**config.mk**
```make
export PLATFORM = sky130hd
export DESIGN_NAME = sub_result_stage
export DESIGN_NICKNAME = d
export VERILOG_FILES = /design/src/rtl/sub_result_stage.sv
export SDC_FILE = /design/constraint.sdc
export NUM_CORES = 1
export LEC_CHECK = 0
export ABC_AREA = 1
export CAP_MARGIN = 30
export CORE_UTILIZATION = 50
export DETAILED_ROUTE_END_ITERATION = 8
export PLACE_DENSITY = 0.8
export RECOVER_POWER = 100
export SETUP_SLACK_MARGIN = 0.1
export SYNTH_ARGS = -nofsm -noshare
export SYNTH_HDL_FRONTEND = slang
export SYNTH_SLANG_ARGS = --single-unit
```
**constraint.sdc**
```tcl
create_clock -name clk -period 2.1 [get_ports clk]
set_clock_uncertainty 0.05 [all_clocks]
set_input_delay 0.63 -clock clk [delete_from_list [all_inputs] [get_ports clk]]
set_output_delay 0.63 -clock clk [all_outputs]
set_load 0.02 [all_outputs]
```
**src/rtl/sub_result_stage.sv**
```systemverilog
// Registered result stage behind the 16-bit signed subtractor: 2-entry skid buffer,
// zero/negative flags, sticky overflow and accepted-result counter. Optional macro: SUB_RESULT_SATURATE_EN.
module sub_result_stage #(
   parameter int WIDTH     = 16,
   parameter int CNT_WIDTH = 16
) (
   input  logic                 clk,
   input  logic                 rst_n,
   input  logic                 in_valid,
   output logic                 in_ready,
   input  logic [WIDTH-1:0]     in_difference,
   input  logic                 in_overflow,
   input  logic                 in_a_msb,
   output logic                 out_valid,
   input  logic                 out_ready,
   output logic [WIDTH-1:0]     out_difference,
   output logic                 out_overflow,
   output logic                 out_zero,
   output logic                 out_negative,
   input  logic                 clr_sticky,
   output logic                 sticky_ovf,
   output logic [CNT_WIDTH-1:0] accept_count,
   output logic [1:0]           state_dbg
);

   typedef enum logic [1:0] {
      EMPTY = 2'd0,
      ONE   = 2'd1,
      TWO   = 2'd2
   } state_t;

   typedef struct packed {
      logic [WIDTH-1:0] difference;
      logic             overflow;
      logic             zero;
      logic             negative;
   } entry_t;

   state_t           state;
   entry_t           head;
   entry_t           tail;
   entry_t           in_entry;
   logic [WIDTH-1:0] stored_diff;
   logic             push;
   logic             pop;

   // Handshake: a beat transfers on a side only in a cycle where both valid and ready
   // are high at the rising edge; in_ready/out_valid depend only on registered state.
   assign push = in_valid & in_ready;
   assign pop  = out_valid & out_ready;

`ifdef SUB_RESULT_SATURATE_EN
   always_comb begin
      stored_diff = in_difference;
      if (in_overflow) begin
         stored_diff = in_a_msb ? {1'b1, {(WIDTH-1){1'b0}}} : {1'b0, {(WIDTH-1){1'b1}}};
      end
   end
`else
   logic unused_a_msb;
   assign unused_a_msb = in_a_msb;
   assign stored_diff  = in_difference;
`endif

   always_comb begin
      in_entry            = '0;
      in_entry.difference = stored_diff;
      in_entry.overflow   = in_overflow;
      in_entry.zero       = (stored_diff == '0);
      in_entry.negative   = stored_diff[WIDTH-1];
   end

   always_ff @(posedge clk or negedge rst_n) begin
      if (!rst_n) begin
         state     <= EMPTY;
         head      <= '0;
         tail      <= '0;
         in_ready  <= 1'b1;
         out_valid <= 1'b0;
      end else begin
         case (state)
            EMPTY: begin
               if (push) begin
                  head      <= in_entry;
                  state     <= ONE;
                  in_ready  <= 1'b1;
                  out_valid <= 1'b1;
               end
            end
            ONE: begin
               if (push && !pop) begin
                  tail      <= in_entry;
                  state     <= TWO;
                  in_ready  <= 1'b0;
                  out_valid <= 1'b1;
               end else if (pop && !push) begin
                  state     <= EMPTY;
                  in_ready  <= 1'b1;
                  out_valid <= 1'b0;
               end else if (push && pop) begin
                  head <= in_entry;
               end
            end
            TWO: begin
               if (pop) begin
                  head      <= tail;
                  state     <= ONE;
                  in_ready  <= 1'b1;
                  out_valid <= 1'b1;
               end
            end
            default: begin
               state     <= EMPTY;
               in_ready  <= 1'b1;
               out_valid <= 1'b0;
            end
         endcase
      end
   end

   // Set has priority over a coincident clear so no overflow event is lost.
   always_ff @(posedge clk or negedge rst_n) begin
      if (!rst_n) begin
         sticky_ovf <= 1'b0;
      end else if (push && in_entry.overflow) begin
         sticky_ovf <= 1'b1;
      end else if (clr_sticky) begin
         sticky_ovf <= 1'b0;
      end
   end

   always_ff @(posedge clk or negedge rst_n) begin
      if (!rst_n) begin
         accept_count <= '0;
      end else if (push) begin
         accept_count <= accept_count + 1'b1;
      end
   end

   assign out_difference = head.difference;
   assign out_overflow   = head.overflow;
   assign out_zero       = head.zero;
   assign out_negative   = head.negative;
   assign state_dbg      = state;

endmodule

```
* Word level (Yosys, flattened, before mapping)
Index checks and enable logic that the tools add are counted.
** Word-level totals
- Register bits :: 59
- Bits in latches :: 0
- Bits in writable memories :: 0
- Bits in read-only memories :: 0
- Input port bits :: 23
- Output and inout port bits :: 40
- Word-level logic and storage cells :: 58
- Memories kept :: 0
** Cells by class
- Add/sub/neg operators :: 1
- Multipliers :: 0
- Div/mod/pow operators :: 0
- Order comparisons :: 0
- Equality and inequality tests :: 8
- Shifts and indexed selects :: 0
- Multiplexer cells :: 21
- Bitwise gates (word level) :: 2
- Reductions and logical operators :: 13
** Operators with widths (number)
- two-way mux 19 bit :: 5
- one-hot mux 19 bit (3 select lines) :: 1
- adder 16 x 1 -> 16 bit, second input constant :: 1
- logical NOT 16 bit :: 1
- inequality test 2 bit, second input constant :: 5
- two-way mux 1 bit :: 8
- two-way mux 2 bit :: 4
- one-hot mux 1 bit (3 select lines) :: 2
- one-hot mux 2 bit (3 select lines) :: 1
- AND reduction 6 bit :: 1
- logical AND 1 bit :: 4
- inequality test 3 bit, second input constant :: 1
- AND reduction 3 bit :: 1
- nonzero test 3 bit :: 1
- AND 1 bit :: 2
- == test 2 x 1 -> 1 bit, second input constant :: 1
- == test 2 bit, second input constant :: 1
- logical NOT 1 bit :: 2
- logical NOT 2 bit :: 1
- AND reduction 2 bit :: 1
- nonzero test 2 bit :: 1

* Depth between registers and ports, before layout
Gate-level depths: netlist (run 1).
- Depth after elaboration :: 6
- Gate-level depth with buffers :: 10
- Gate-level depth less buffers :: 10

* Least setup slack after synthesis (run 1)
No wires, ideal clock.
- Kind :: input port to flip-flop
- Start point :: in in_valid
- End point :: reg head (netlist bit out_difference[0])
- Library setup time :: 123 ps
- Arrival time :: 1642 ps
- Required time :: 1927 ps
- Slack :: 285 ps
- Stages on the path :: 10
- Buffers on the path :: 1
- Cells stage by stage :: nand2_4 inv_1 ha_1 nor2_1 nand3_1 nand2_1 nand2_4 buf_6 nand2_1 o21ai_2
** Between the ends
- Cells in the longest elaborated chain, start to end :: 5
- Elaborated cells between the ends (all ways) :: 10
- Classes of those cells :: 4 x eq/ne; 1 x bitwise; 5 x reduce/logical
** Ends and longest elaborated chain
- start: declaration :: line 9 : input logic in_valid,
- AND 1 bit (*) :: line 49 : assign push = in_valid & in_ready;
- via push :: line 44 : logic push;
- logical NOT 1 bit :: line 96 : end else if (pop && !push) begin
- logical AND 1 bit :: line 96
- inequality test 2 bit (no line)
- AND reduction 6 bit (no line) (*)
- end signal: assignment :: line 84 : head <= in_entry;
- end signal: assignment :: line 101 : head <= in_entry;
- end signal: assignment :: line 106 : head <= tail;
- end: declaration :: line 40 : entry_t head;
The timed path passes the listed nets; every way through them passes the cells marked *.
A chain may end at the register's enable or synchronous reset.

* Worst setup path in the final report (run 1)
- Start point :: reg head (netlist bit out_overflow)
- End point :: out out_overflow
** RTL lines
- end: declaration :: line 17 : output logic out_overflow,
No word-level cell between the ends.

==> flow_summary_export.csv, run 1 <==
group,metric,value,unit
global_routing,groute.usage.overall,0.217,
placed_design,post-dp-hpwl,4100,microns
clock_tree,clock_tree.buffer_depth,2,
yosys,share_of_flip_flops_with_an_asynchronous_set_or_reset_after_synthesis,1.00,
yosys,ys_top_cells_by_count,"nand2_1, dfrtp_1, inv_1",
worst_setup_path,cp.required,1420,ps
worst_setup_path,worst-r2r-setup-slack,240,ps
yosys,synth_top_cells_by_area,"dfrtp_1, nand2_1, o21ai_0",
placed_design,port_buffers,61,
power,vdd_drop_max,0.721,mV
finish,fin_cells,471,
timing,final.setup.worst_slack,140,ps
drt,vias,2358,
worst_setup_path,end_kind,"output port",
finish,layout.core_utilization,0.683,
worst_setup_path,setup.worst_path.start,"out_overflow$_DFFE_PN0P_",
timing,final_hold_viol_count,0,
finish,antennaDiodeCount,0,
worst_setup_path,cp.arrival,1280,ps
power,static-leakage-power,1.86,nW
placed_design,detailedPlace.worstSlack,-292,ps
yosys,per_instance_average_area_after_synthesis,8.60,sq um
clock_tree,clk_root_buffer_cell,"clkbuf_8",
clock_tree,cts_hold_repair.buffers,0,
worst_setup_path,path_delay_family,"buffers and inverters",
timing,report.final.setup_viol,0,
global_routing,wire_length_of_the_first_global_routing_pass,9830,microns
worst_setup_path,worst_path_cell_trace,"clkdlybuf4s50_1",
power,cellPowerDensity,1410,nW/um^2
yosys,yosys.cell_count.top_type,"nand2_1",
finish,final_net_count,423,
worst_setup_path,rr_worst_depth,7,
floorplanning,num_io_pins,63,
drt,routed.top_layer,"met4",
drt,avgRoutedWirePerCell,12.5,microns
drt,postRouteWirelength,5880,microns
yosys,ys_seq_elements,57,
worst_setup_path,critical_path.slowest_cell,"clkdlybuf4s50_1",
floorplanning,chipHeight,76.5,microns
timing,clock.fmax,0.510,GHz
yosys,synthDominantCellAreaShare,0.505,
yosys,synthesis.nets,350,
placed_design,post-place-cells,454,
global_routing,grt_antenna_before_repair,0,
outcome,status,"completed",
finish,flow.area_growth_from_synthesis,28.8,%
timing,setup-tns-final,0,ps
global_routing,globalRouteOverflowTotal,0,
worst_setup_path,critical_path.reg2reg.endpoint,"tail[6]$_DFFE_PN0P_",
floorplanning,core,5240,sq um
global_routing,grt_max_degree,37,
timing,rsz0062_at_grt,"true",
drt,routed_antenna_nets,0,
yosys,synth-main-ff-cell,"dfrtp_1",
yosys,syn_inst,323,
clock_tree,tritoncts,"built",
timing,tightest_slew,904,ps
drt,met3WireLength,249,microns
clock_tree,clock_tree.htree_level_count,3,
yosys,mapped_area,2780,sq um
placed_design,routabilityCongestion,0.886,
worst_setup_path,endpoint,"out_overflow",
worst_setup_path,cp-start-kind,"flip-flop",
worst_setup_path,regToRegStartpoint,"in_ready$_DFFE_PN1P_",
drt,detailed_route_drc_error_count,0,
finish,filler_cell_count,462,
clock_tree,cts.sinks,57,
yosys,synth_cell_type_count,28,
yosys,synthesis.yosys.warnings,0,
drt,detailedRoute.firstIterationViolations,100,
worst_setup_path,path_depth,1,
finish,drive_gt1_frac,0.115,
timing,final.min_clock_period,1960,ps
floorplanning,chipWidth,76.5,microns
worst_setup_path,slowest_delay,600,ps
yosys,synth_edf_count,0,
floorplanning,floorplan.initialDensity,0.530,
worst_setup_path,crit_fanout,2,
clock_tree,cts-buffers-inserted,9,
floorplanning,number_of_rows_in_the_core_area,26,
worst_setup_path,crit_buf_inv,1,
timing,worst_hold_slack_after_final_layout,350,ps
clock_tree,clk_lat_worst_skew,340,ps
drt,drt-vias-per-instance,5.01,
worst_setup_path,path_class,"flip-flop to output port",
drt,route.met2.wl,2870,microns
yosys,netlist.top_cell.by_area,"dfrtp_1",
worst_hold_path,classification_of_the_worst_slack_hold_path,"primary input to asynchronous set/reset pin",
timing,max_slew_margin,0.398,
run,drv_cap,0,
drt,met1Wirelength,2640,microns
floorplanning,design.die.area,5850,sq um
global_routing,first_global_vias,2193,
clock_tree,cts.reportedPaths.clkPinSlew,70,ps
drt,first_pass_iters,4,
timing,post-route-period-util,0.933,
timing,final_max_slew_viol_count,0,
yosys,yosysSeqAreaShare,0.514,
-- sequential cells by signal, indices dropped and copies added (netlist names) --
register / cells
out_overflow: 1
out_valid: 1
tail: 18
state_dbg: 2
out_negative: 1
out_zero: 1
out_difference: 15
sticky_ovf: 1
in_ready: 1
accept_count: 16
-- stage by stage --
step           power (mW)  area [sq um]
3_5_place_dp         4.23          3510
5_1_grt              5.41          3580
6_report             5.06          3580
4_1_cts              5.22          3680
2_1_floorplan        3.32          2780
3_3_place_gp         4.13          3510
-- layer usage --
layer	vias to the layer above	GRT usage
met5	-	0
met1	1112	0.275
met4	0	0.113
met2	68	0.344
li1	1165	-
met3	13	0.0551
-- power breakdown --
part | internal, mW | leakage (nW) | switching [mW]
Clock | 0.666 | 0.0995 | 0.435
Sequential | 1.53 | 0.714 | 0.302
Combinational | 0.821 | 1.05 | 1.30
Total | 3.02 | 1.86 | 2.04
-- layout by cell type, fill, tap and decap left out, types with 2 or more instances in the layout --
| cell type | instances |
|---|---|
| nand2_1 | 90 |
| clkinvlp_4 | 2 |
| clkbuf_4 | 2 |
| o21ai_0 | 42 |
| nand4_1 | 3 |
| clkbuf_1 | 16 |
| inv_1 | 40 |
| xor2_1 | 5 |
| nand2_2 | 3 |
| ha_1 | 4 |
| nor3_1 | 3 |
| xnor2_1 | 6 |
| nor2_1 | 18 |
| dlygate4sd2_1 | 29 |
| inv_2 | 2 |
| bufinv_16 | 2 |
| nor2_4 | 2 |
| buf_4 | 3 |
| clkdlybuf4s50_1 | 19 |
| clkbuf_2 | 2 |
| dfrtp_1 | 56 |
| o21ai_2 | 12 |
| nand3_1 | 18 |
| clkbuf_8 | 9 |
-- area by class of cell --
| cell class | count | area (sq um) | share of cell area |
|---|---|---|---|
| Multi-Input combinational cell | 213 | 1080 | 0.303 |
| Clock buffer | 11 | 131 | 0.0367 |
| Clock inverter | 5 | 80.1 | 0.0224 |
| Timing Repair Buffer | 73 | 611 | 0.171 |
| Tap cell | 70 | 87.6 | 0.0245 |
| Sequential cell | 57 | 1430 | 0.399 |
| Inverter | 42 | 158 | 0.0441 |
-- how the worst min path moves through the flow --
stage,slack (ps),start,end,cells past startpoint
3_5_place_dp,420,out_difference[11]$_DFFE_PN0P_,out_difference[11]$_DFFE_PN0P_,2
3_3_place_gp,410,tail[6]$_DFFE_PN0P_,tail[6]$_DFFE_PN0P_,2
5_1_grt,410,rst_n,accept_count[9]$_DFFE_PN0P_,1
6_report,350,rst_n,accept_count[9]$_DFFE_PN0P_,1
4_1_cts,170,rst_n,accept_count[9]$_DFFE_PN0P_,1
2_1_floorplan,280,rst_n,accept_count[0]$_DFFE_PN0P_,0
-- logic make-up after synthesis --
kind of cell / after synthesis / synth area share
simple gates: 141 / 0.220
xor+xnor: 11 / 0.0347
buf+inv: 53 / 0.0865
flops: 57 / 0.514
fa+ha+maj: 4 / 0.0180
compound gates: 57 / 0.126
-- repair_timing --
| item | in CTS | in global routing |
|---|---|---|
| resized for setup | 29 | 15 |
| gates cloned | 0 | 1 |
| setup buffers | 0 | 0 |
| pin swaps | 0 | 4 |
| setup endpoints to repair | 46 | 29 |
No activity file was read; power rests on OpenSTA's default activity.
==> run 2, diff against run 1 <==
CTS_CLUSTER_DIAMETER = 100   (was unset)
==> results of run 2 <==
The final DEF is identical to that of run 1; final timing and power are the same.
==> run 3, diff against run 2 <==
GPL_ROUTABILITY_DRIVEN = 0   (was unset)
==> results of run 3 <==
The final DEF is identical to that of run 1; final timing and power are the same.
